**config.mk**
```make
export PLATFORM = sky130hd
export DESIGN_NAME = piano_tone_gen
export DESIGN_NICKNAME = d
export VERILOG_FILES = /design/src/rtl/piano_pkg.sv /design/src/rtl/piano_half_period_lut.sv /design/src/rtl/piano_tone_gen.sv
export SDC_FILE = /design/constraint.sdc
export NUM_CORES = 1
export LEC_CHECK = 0
export CAP_MARGIN = 25
export CORE_MARGIN = 2
export CORE_UTILIZATION = 40
export DETAILED_ROUTE_END_ITERATION = 16
export SYNTH_ARGS = -nofsm -noshare
export SYNTH_HDL_FRONTEND = slang
export SYNTH_SLANG_ARGS = --single-unit
```
**constraint.sdc**
```tcl
create_clock -name clk -period 2.7 [get_ports clk]
set_input_delay 0.54 -clock clk [delete_from_list [all_inputs] [get_ports clk]]
set_output_delay 0.54 -clock clk [all_outputs]
set_load 0.005 [all_outputs]
```
**src/rtl/piano_pkg.sv**
```systemverilog
// Shared constants for the piano tone generator: FSM encodings, note indices
// and the octave-0 half-period table in 25 MHz clock cycles.
package piano_pkg;

   typedef logic [1:0] state_t;

   localparam state_t ST_IDLE = 2'd0;
   localparam state_t ST_HIGH = 2'd1;
   localparam state_t ST_LOW  = 2'd2;

   localparam logic [2:0] NOTE_C  = 3'd0;
   localparam logic [2:0] NOTE_D  = 3'd1;
   localparam logic [2:0] NOTE_E  = 3'd2;
   localparam logic [2:0] NOTE_F  = 3'd3;
   localparam logic [2:0] NOTE_G  = 3'd4;
   localparam logic [2:0] NOTE_A  = 3'd5;
   localparam logic [2:0] NOTE_B  = 3'd6;
   localparam logic [2:0] NOTE_C5 = 3'd7;

   localparam logic [15:0] HALF_PERIOD [0:7] = '{
      16'd47778, 16'd42566, 16'd37922, 16'd35793,
      16'd31888, 16'd28409, 16'd25310, 16'd23889
   };

endpackage

```
**src/rtl/piano_half_period_lut.sv**
```systemverilog
// Combinational note/octave to half-period lookup; a shifted result of zero
// is clamped to one so the FSM never sees an empty phase.
module piano_half_period_lut
   import piano_pkg::*;
#(
   parameter int CNT_W = 16,
   parameter int OCT_W = 2
) (
   input  logic [2:0]       note_sel_i,
   input  logic [OCT_W-1:0] octave_i,
   output logic [CNT_W-1:0] half_o
);

   logic [15:0]      base_s;
   logic [CNT_W-1:0] shifted_s;

   // Select the octave-0 half period for the requested note.
   always_comb begin
      case (note_sel_i)
         NOTE_C:  base_s = HALF_PERIOD[0];
         NOTE_D:  base_s = HALF_PERIOD[1];
         NOTE_E:  base_s = HALF_PERIOD[2];
         NOTE_F:  base_s = HALF_PERIOD[3];
         NOTE_G:  base_s = HALF_PERIOD[4];
         NOTE_A:  base_s = HALF_PERIOD[5];
         NOTE_B:  base_s = HALF_PERIOD[6];
         NOTE_C5: base_s = HALF_PERIOD[7];
         default: base_s = HALF_PERIOD[0];
      endcase
   end

   // Octave shift with clamp to a minimum of one cycle.
   always_comb begin
      shifted_s = CNT_W'(base_s) >> octave_i;
      if (shifted_s == {CNT_W{1'b0}}) begin
         half_o = CNT_W'(1);
      end else begin
         half_o = shifted_s;
      end
   end

endmodule

```
**src/rtl/piano_tone_gen.sv**
```systemverilog
// 50% duty square-wave note generator; pitch is latched only at period boundaries.
// Optional sustain limit enabled by defining SUSTAIN_LIMIT_EN.
module piano_tone_gen
   import piano_pkg::*;
#(
   parameter int CNT_W       = 16,
   parameter int OCT_W       = 2,
   parameter int MAX_PERIODS = 1024
) (
   input  logic             clk,
   input  logic             reset,
   input  logic             key_on,
   input  logic [2:0]       note_sel,
   input  logic [OCT_W-1:0] octave,
   output logic             speaker,
   output logic             busy,
   output logic             period_tick,
   output logic [2:0]       cur_note,
   output logic             timeout
);

   if (CNT_W < 16 || MAX_PERIODS < 1) begin : g_param_check
      $error("piano_tone_gen: CNT_W must be >= 16 and MAX_PERIODS >= 1");
   end

   state_t           state_q, state_d;
   logic [CNT_W-1:0] cnt_q, cnt_d;
   logic [CNT_W-1:0] half_q, half_d;
   logic [2:0]       note_q, note_d;
   logic [CNT_W-1:0] lut_half_s;
   logic             last_s;
   logic             limit_s;
   logic             lock_s;

   piano_half_period_lut #(
      .CNT_W (CNT_W),
      .OCT_W (OCT_W)
   ) u_lut (
      .note_sel_i (note_sel),
      .octave_i   (octave),
      .half_o     (lut_half_s)
   );

   assign last_s = (cnt_q == (half_q - CNT_W'(1)));

`ifdef SUSTAIN_LIMIT_EN
   localparam int PCNT_W = $clog2(MAX_PERIODS + 1);
   logic [PCNT_W-1:0] pcnt_q, pcnt_d;
   logic              timeout_q, timeout_d;

   assign limit_s = ((pcnt_q + PCNT_W'(1)) == PCNT_W'(MAX_PERIODS));
   assign lock_s  = timeout_q;
   assign timeout = timeout_q;
`else
   assign limit_s = 1'b0;
   assign lock_s  = 1'b0;
   assign timeout = 1'b0;
`endif

   // Next-state logic for the IDLE/HIGH/LOW sequencer and its counters.
   always_comb begin
      state_d = state_q;
      cnt_d   = cnt_q;
      half_d  = half_q;
      note_d  = note_q;
`ifdef SUSTAIN_LIMIT_EN
      pcnt_d  = pcnt_q;
      if (timeout_q && !key_on) begin
         timeout_d = 1'b0;
      end else begin
         timeout_d = timeout_q;
      end
`endif
      case (state_q)
         ST_IDLE: begin
            cnt_d = {CNT_W{1'b0}};
            if (key_on && !lock_s) begin
               state_d = ST_HIGH;
               half_d  = lut_half_s;
               note_d  = note_sel;
`ifdef SUSTAIN_LIMIT_EN
               pcnt_d  = {PCNT_W{1'b0}};
`endif
            end else begin
               state_d = ST_IDLE;
            end
         end
         ST_HIGH: begin
            if (last_s) begin
               cnt_d   = {CNT_W{1'b0}};
               state_d = ST_LOW;
            end else begin
               cnt_d   = cnt_q + CNT_W'(1);
            end
         end
         ST_LOW: begin
            if (last_s) begin
               cnt_d = {CNT_W{1'b0}};
`ifdef SUSTAIN_LIMIT_EN
               pcnt_d = pcnt_q + PCNT_W'(1);
`endif
               // Sustain limit wins over a held key; otherwise re-latch pitch here.
               if (limit_s) begin
                  state_d = ST_IDLE;
`ifdef SUSTAIN_LIMIT_EN
                  timeout_d = 1'b1;
`endif
               end else if (key_on) begin
                  state_d = ST_HIGH;
                  half_d  = lut_half_s;
                  note_d  = note_sel;
               end else begin
                  state_d = ST_IDLE;
               end
            end else begin
               cnt_d = cnt_q + CNT_W'(1);
            end
         end
         default: begin
            state_d = ST_IDLE;
            cnt_d   = {CNT_W{1'b0}};
         end
      endcase
   end

   // State registers with synchronous reset.
   always_ff @(posedge clk) begin
      if (reset) begin
         state_q   <= ST_IDLE;
         cnt_q     <= {CNT_W{1'b0}};
         half_q    <= {CNT_W{1'b0}};
         note_q    <= 3'd0;
`ifdef SUSTAIN_LIMIT_EN
         pcnt_q    <= {PCNT_W{1'b0}};
         timeout_q <= 1'b0;
`endif
      end else begin
         state_q   <= state_d;
         cnt_q     <= cnt_d;
         half_q    <= half_d;
         note_q    <= note_d;
`ifdef SUSTAIN_LIMIT_EN
         pcnt_q    <= pcnt_d;
         timeout_q <= timeout_d;
`endif
      end
   end

   assign speaker     = (state_q == ST_HIGH);
   assign busy        = (state_q == ST_HIGH) || (state_q == ST_LOW);
   assign period_tick = (state_q == ST_LOW) && last_s;
   assign cur_note    = note_q;

endmodule
```
==> Word level (Yosys, flattened, before mapping) <==
Memories as Yosys holds them, arrays and structs flattened.
Cells that the tools add are included.
{ "word_totals": {"in_bits": 8, "register_bits": 37, "output_inout_bits": 7, "mem_count": 1, "romBits": 128} }
{ "classes": {"eq_ne": 5, "bitwise": 1, "reduce_logical": 9, "mux": 11, "add_sub_neg": 2, "shifts": 1} }
{ "memory_table": {"columns": ["memory", "words", "word_bits", "rd", "rd_clocked_by_memory_dff", "wr", "line", "rtl"], "rows": [
  ["(no name shown)", 8, 16, 1, 0, 0, "piano_half_period_lut.sv:19", "case (note_sel_i)"]
]} }
{ "op_table": {"columns": ["operator", "count"], "rows": [
  ["$mux 16", 3],
  ["$pmux 16 s2", 1],
  ["$add 16x1->16 const B", 1],
  ["$eq 16x16->1", 1],
  ["$logic_not 16->1", 1],
  ["$shr 16x2->16", 1],
  ["$sub 16x1->16 const B", 1],
  ["$mux 3", 2],
  ["$pmux 2 s3", 1],
  ["$pmux 3 s2", 1],
  ["$mux 2", 2],
  ["$reduce_and 2->1", 2],
  ["$reduce_or 3->1", 1],
  ["$eq 2x1->1 const B", 1],
  ["$eq 2x2->1 const B", 1],
  ["$logic_not 2->1", 1],
  ["$ne 2x1->1 const B", 1],
  ["$ne 2x2->1 const B", 1],
  ["$reduce_bool 2->1", 1],
  ["$reduce_or 2->1", 1],
  ["$logic_and 1x1->1", 1],
  ["$logic_or 1x1->1", 1],
  ["$mux 1", 1],
  ["$not 1->1", 1]
]} }

==> Depth between registers and ports, before layout <==
Gate-level depths: netlist of run 1.
An unclocked memory read counts as a cell.
{ "depth": {"word_depth": 7, "mapped_depth": 10} }

==> By module <==
Synthesis of run 1 repeated with hierarchy kept, for this count alone.
{ "hier_totals": {"hier_cells": 418, "hier_area_um2": 3289.4} }
{ "by_module_without_submodules": {"columns": ["module", "cells_each", "instances", "area_per_inst_um2", "seq_area_each_um2"], "rows": [
  ["piano_tone_gen", 328, 1, 2613.8, 740.7],
  ["piano_half_period_lut", 90, 1, 675.6, 0.0]
]} }

==> Worst setup path after synthesis of run 1 <==
Ideal clock, no wire load.
{ "synth_timing": {"kind": "reg2reg", "startpoint": "register half_q[9]", "endpoint": "register half_q[11]", "synth_period_minus_slack_ns": 2.908, "stages_incl_launch_ff": 10, "required_time_ns": 2.579, "arrival_time_ns": 2.787, "n_path_buf": 2, "path_slack_ns": -0.208, "cell_sequence": "dfxtp_1 -> buf_6 -> or4_4 -> or3_1 -> or4_1 -> a211o_1 -> nor4_4 -> a21oi_2 -> buf_6 -> mux2_4"} }
{ "synth_via": {"elab_chain_len": 4} }
{ "synth_lines": {"columns": ["item", "line", "rtl"], "rows": [
  ["from (decl)", "piano_tone_gen.sv:28", "logic [CNT_W-1:0] half_q, half_d;"],
  ["from (signal assigned)", "piano_tone_gen.sv:131", "half_q <= {CNT_W{1'b0}};"],
  ["from (signal assigned)", "piano_tone_gen.sv:140", "half_q <= half_d;"],
  ["$sub 16x1->16", "piano_tone_gen.sv:44", "assign last_s = (cnt_q == (half_q - CNT_W'(1)));"],
  ["$eq 16x16->1", "piano_tone_gen.sv:44", null],
  ["$ne 2x2->1 (no line)", null, null],
  ["$reduce_and 2->1 (no line)", null, null]
]} }
Every way passes these cells.
A chain may end at the register's enable or synchronous reset.

==> Final worst setup path of run 1 <==
{ "layout_timing": {"startpoint": "register half_q[8]", "endpoint": "output period_tick"} }
{ "layout_via": {"elab_chain_len": 3} }
{ "layout_lines": {"columns": ["item", "line", "rtl"], "rows": [
  ["$sub 16x1->16", "piano_tone_gen.sv:44", null],
  ["$eq 16x16->1", "piano_tone_gen.sv:44", null],
  ["$logic_and 1x1->1", "piano_tone_gen.sv:151", "assign period_tick = (state_q == ST_LOW) && last_s;"],
  ["to (decl)", "piano_tone_gen.sv:17", "output logic period_tick,"]
]} }
Every way passes these cells.

==> impl_metrics.env, run 1 <==
export IMPL_crit_path_end_kind="primary output"
export IMPL_numPortBuffers=13
export IMPL_routed_via_density=5.10
export IMPL_ys_seq_area_share_pct=26.1
export IMPL_wl_per_cell_um=13.3
export IMPL_grt_pass1_vias=2543
export IMPL_crit_type="flip-flop to primary output"
export IMPL_ys_seq_elements=37
export IMPL_setup_viol=21
export IMPL_top_usage_layer="met2"
export IMPL_num_io_pins=15
export IMPL_max_freq_ghz=0.321
export IMPL_cap_viol_max_count=0
export IMPL_cts_tree="done"
export IMPL_arrival_ps=2580
export IMPL_fin_crit_ps=3120
export IMPL_cts_hold_buf=0
export IMPL_hold_viol_final=0
export IMPL_cp_data_required_time_ps=2160
export IMPL_num_rows=30
export IMPL_cts_root_buf="clkbuf_8"
export IMPL_grtUsageMet2_pct=31.0
export IMPL_drive_gt1_share_pct=27.5
export IMPL_synth_edf_count=0
export IMPL_grt_usage_pct=18.9
export IMPL_rsz0062_at_grt="true"
export IMPL_ant_nets=0
export IMPL_finalClockSkew_ps=4.09
export IMPL_slew_headroom_pct=64.9
export IMPL_final_nets=452
export IMPL_vias=2691
export IMPL_dieArea_um2=7780
export IMPL_irDropWorstVdd_v=0.000253
export IMPL_synthFlopType="dfxtp_1"
export IMPL_die_y_um=88.2
export IMPL_leakagePower_uw=0.00160
export IMPL_holdCritPathClass="flip-flop to flip-flop"
export IMPL_dieWidth_um=88.2
export IMPL_synthCells=362
export IMPL_tightestPinTransition_ps=522
export IMPL_p_per_area_nw_per_um2=427
export IMPL_synthDistinctLibCells=52
export IMPL_met1_usage_pct=26.3
export IMPL_fin_crit_sh_pct=115
export IMPL_n_antenna_cell=0
export IMPL_fin_cells=528
export IMPL_syn_area_um2=2840
export IMPL_start_kind="flip-flop"
export IMPL_dp_hpwl_um=5280
export IMPL_fin_util_pct=55.5
export IMPL_grt_overflow=0
export IMPL_antenna_found_initial=0
export IMPL_initial_core_util_pct=41.5
export IMPL_cts_reportedPaths_clkPinSlew_ps=70
export IMPL_place_inst=515
export IMPL_drtIter0Drc=169
export IMPL_numCtsBuffers=5
export IMPL_ys_warn_count=0
export IMPL_async_reset_ff_share_pct=0
export IMPL_grt_pass1_wl_um=11700
export IMPL_clock_sinks=37
export IMPL_crit_fanout=3
export IMPL_yosysTopAreaCell="dfxtp_1"
export IMPL_core_area_um2=6830
export IMPL_final_max_slew_viol_count=0
export IMPL_grt_use_met3_pct=2.52
export IMPL_avgSynthCellArea_um2=7.84
export IMPL_clock_latency_ps=290
export IMPL_drc=0
export IMPL_synth_area_leaders="dfxtp_1, mux2i_1, xor2_1"
export IMPL_violations="negative setup slack"
export IMPL_synth_top_cell_area_share_pct=26.1
export IMPL_drtPass1Iterations=4
export IMPL_htree_levels=2
export IMPL_fin_ws_ps=-417
export IMPL_areaGrowthSynthToFinish_pct=33.6
export IMPL_whs_ps=460
export IMPL_clockBufferDepth=2
export IMPL_layout_commonest_cell="buf_4"
export IMPL_grt_max_degree=31
export IMPL_gp_congestion=0.856
export IMPL_routed_wl_um=7020
export IMPL_final_cell_mix="buf_4, nor2_1, nand2_1"
export IMPL_syn_nets=382
export IMPL_status="finished with violations"
export IMPL_fillerInstances=651
flip-flops by register name, indices dropped and copies added, names as in the netlist:
signal,flops
state_q,2
cur_note,3
cnt_q,16
half_q,16
power by group:
group / total [uW] / leakage (uW) / internal [uW] / switching [uW]
logic: 627 / 0.00125 / 324 / 303
clock network: 396 / 0.0000443 / 203 / 193
registers: 594 / 0.000303 / 572 / 21.8
worst max-delay path, cell delays in order (launching register included):
cell,delay (ps)
dfxtp_2,320
or4_4,540
or3_4,340
or4_4,440
a21oi_4,150
nand2_2,70
nor4b_2,260
buf_2,150
layout make-up:
cell class,instances,area [um2],area share (%)
flip-flops and latches,37,744,19.6
repair buffers,88,721,19.0
inverters,14,52.6,1.39
clock buffers,7,86.3,2.28
multi-input cells,286,2060,54.5
well taps,96,120,3.17
path summary, 6_finish.rpt:
kind / slack (ps) / depth (start not counted) / end / start
setup reg to reg: -170 / 8 / half_q[10]$_SDFFE_PP0P_ / half_q[8]$_SDFFE_PP0P_
hold / removal: 460 / 2 / cur_note[0]$_SDFFE_PP0P_ / cur_note[0]$_SDFFE_PP0P_
hold reg to reg: 460 / 2 / cur_note[0]$_SDFFE_PP0P_ / cur_note[0]$_SDFFE_PP0P_
setup / recovery: -420 / 7 / period_tick / half_q[8]$_SDFFE_PP0P_
logic make-up (layout without fill, tap and decap cells):
kind of cell	count (synthesis)	after routing	synth area share [%]
AO/OA/AOI/OAI	69	69	16.2
XOR/XNOR	36	36	11.1
adder cells (fa/ha/maj)	12	12	5.29
buffers and inverters	39	109	5.87
flip-flops	37	37	26.1
multiplexers	26	26	10.5
other	1	1	0.132
AND/OR/NAND/NOR	142	142	24.7
synth_stat cells (all sizes together) (2+ instances only):
cell and number:
nor2 41, dfxtp 37, nand2 37, a21oi 25
xor2 20, clkbuf 19, mux2i 19, xnor2 16
inv 14, ha 12, nand3 11, nor3 10
a211oi 8, and3 8, o211ai 8, nand4 7
o21ai 7, buf 6, nor2b 6, mux2 5
a211o 4, or4 4, and2 3, nand2b 3
or2 3, or3 3, a311oi 2, a31oi 2
a32oi 2, mux4 2, nor4 2, nor4b 2
o21a 2, o31ai 2
through the flow:
stage | cell area, um2 | total power [uW] | setup slack, ps | TNS (ps)
2_1_floorplan | 2850 | 936 | -208 | -1250
3_3_place_gp | 3520 | 1150 | -728 | -2260
3_5_place_dp | 3520 | 1150 | -691 | -2680
4_1_cts | 3710 | 1590 | -409 | -4950
5_1_grt | 3790 | 1720 | -532 | -5390
6_report | 3790 | 1620 | -417 | -3030
routing by layer:
layer / wire [um] / vias to the layer above / part of all wire [%]
met2: 3260 / 27 / 46
met3: 196 / 6 / 2.8
met5: 0 / - / 0
met4: 77 / 0 / 1.1
li1: - / 1411 / -
met1: 3480 / 1247 / 50
timing repair:
action | CTS | global route
buffers inserted | 8 | 1
gates resized for setup | 19 | 15
setup endpoints to repair | 20 | 38
pin swaps | 12 | 15
(Power assumes the default switching activity.)
==> run 2, diff against run 1 <==
REMOVE_ABC_BUFFERS = 1   (was default)
==> run 2 against run 1 <==
  * Global-route usage shrank 0.59 points
  * Clock skew hardly changed
  * Worst setup slack better by 35 ps
  * Critical path type unchanged
  * Total power increased by 7.4%
  * The flow still finishes with violations (negative setup slack)
  * Critical endpoint unchanged
  * Sequential power is essentially flat
  * Largest power group is now registers
==> impl_metrics.env, run 2 (synthesis results as in run 1) <==
export IMPL_fin_crit_ps=3080
export IMPL_crit_fanout=3
export IMPL_holdCritPathClass="flip-flop to flip-flop"
export IMPL_layout_commonest_cell="buf_4"
export IMPL_cp_data_required_time_ps=2160
export IMPL_initial_core_util_pct=41.5
export IMPL_setup_viol=21
export IMPL_rsz0062_at_grt="true"
export IMPL_grt_max_degree=32
export IMPL_gp_congestion=0.890
export IMPL_irDropWorstVdd_v=0.000216
export IMPL_hold_viol_final=0
export IMPL_drtIter0Drc=67
export IMPL_final_cell_mix="buf_4, nor2_1, nand2_1, dfxtp_1, a21oi_1"
export IMPL_drtPass1Iterations=4
export IMPL_grt_pass1_wl_um=11500
export IMPL_grt_overflow=0
export IMPL_n_antenna_cell=0
export IMPL_cts_reportedPaths_clkPinSlew_ps=80
export IMPL_cap_viol_max_count=0
export IMPL_htree_levels=2
export IMPL_fin_ws_ps=-382
export IMPL_fin_crit_sh_pct=114
export IMPL_place_ws_ps=-768
export IMPL_crit_path_max_incr_delay_ps=540
export IMPL_crit_type="flip-flop to primary output"
export IMPL_cts_hold_buf=0
export IMPL_die_y_um=88.2
export IMPL_arrival_ps=2540
export IMPL_grt_pass1_vias=2525
export IMPL_violations="negative setup slack"
export IMPL_numPortBuffers=13
export IMPL_areaGrowthSynthToFinish_pct=30.5
export IMPL_tightestPinTransition_ps=504
export IMPL_num_rows=30
export IMPL_place_inst=511
export IMPL_wl_per_cell_um=13.1
export IMPL_final_nets=443
export IMPL_crit_top_cell="or4_4"
export IMPL_crit_slowest_cell="or4_4"
export IMPL_drive_gt1_share_pct=23.8
export IMPL_multi_input_comb_area_um2=2010
export IMPL_slew_headroom_pct=66.1
export IMPL_p_per_area_nw_per_um2=469
export IMPL_num_io_pins=15
export IMPL_max_freq_ghz=0.324
export IMPL_leakagePower_uw=0.00157
export IMPL_antenna_found_initial=0
export IMPL_numCtsBuffers=5
export IMPL_cts_tree="done"
export IMPL_drc=0
export IMPL_dieWidth_um=88.2
export IMPL_clockBufferDepth=2
export IMPL_whs_ps=468
export IMPL_final_max_slew_viol_count=0
export IMPL_vias=2630
export IMPL_finalClockSkew_ps=4.53
export IMPL_routed_wl_um=6830
export IMPL_cts_root_buf="clkbuf_8"
export IMPL_seq_area_um2=742
export IMPL_dieArea_um2=7780
export IMPL_crit_path_end_kind="primary output"
export IMPL_start_kind="flip-flop"
export IMPL_ant_nets=0
export IMPL_dp_hpwl_um=5330
export IMPL_fin_util_pct=54.2
export IMPL_fillerInstances=667
export IMPL_fin_cells=520
export IMPL_clock_sinks=37
export IMPL_core_area_um2=6830
export IMPL_crit_chain="or4_4, or3_4, or4_4, a21oi_4, nand2_2, nor4b_2, buf_2"
export IMPL_routed_via_density=5.06
export IMPL_grt_usage_pct=18.3
export IMPL_status="finished with violations"
export IMPL_clock_latency_ps=290
[run 2: changes by cell type in the layout (fill, tap and decap cells not counted), sizes merged]
cell,previous run,this run
buf,76,67
bufinv,0,2
clkbuf,7,5
clkinv,0,1
[run 2: power breakdown]
group	leakage (uW)	total [uW]	internal, uW	switching, uW
clock	0.0000681	569	367	202
combinational	0.00120	574	293	281
sequential	0.000302	593	571	21.4
[run 2: cell type report]
cell class / count / share of cell area [%]
flip-flops and latches: 37 / 20.0
multi-input cells: 286 / 54.3
clock inverters: 3 / 1.76
repair buffers: 79 / 17.4
well taps: 96 / 3.24
inverters: 14 / 1.42
clock buffers: 5 / 1.86
[run 2: worst max-delay path, delay by kind of cell (launching register included)]
kind	cells	cell delay, ps
and+or+nand+nor	5	1620
DFF	1	320
AOI/OAI and AO/OA	1	160
buffers and inverters	1	150
[run 2: final timing paths]
path                            startpoint                       end  slack, ps  cells past startpoint
setup / recovery    half_q[8]$_SDFFE_PP0P_               period_tick       -380                      7
hold / removal    cur_note[1]$_SDFFE_PP0P_  cur_note[1]$_SDFFE_PP0P_        470                      2
setup reg to reg    half_q[8]$_SDFFE_PP0P_  cur_note[0]$_SDFFE_PP0P_       -380                      9
hold reg to reg   cur_note[1]$_SDFFE_PP0P_  cur_note[1]$_SDFFE_PP0P_        470                      2
[run 2: per-stage QoR]
step                      power [uW]  TNS, ps  cell area [um2]
after floorplan                  905    -1560             2720
after CTS                       1720    -4650             3650
after detailed placement        1140    -4160             3470
final                           1740    -7150             3700
after global routing            1820    -9240             3700
after global placement          1130    -3720             3470
[run 2: metal layers]
layer  up-vias  global-route usage [%]  share of wire (%)
li1       1394                       -                  -
met1      1190                    24.5                 50
met2        30                    30.6                 47
met3        16                    2.99                1.8
met4         0                    5.10                1.8
met5         -                       0                  0
[run 2: timing repair]
action	CTS	global route
resized for setup	14	10
setup endpoints to repair	22	22
buffers inserted	1	0
gates cloned	0	0
pin swaps	4	5
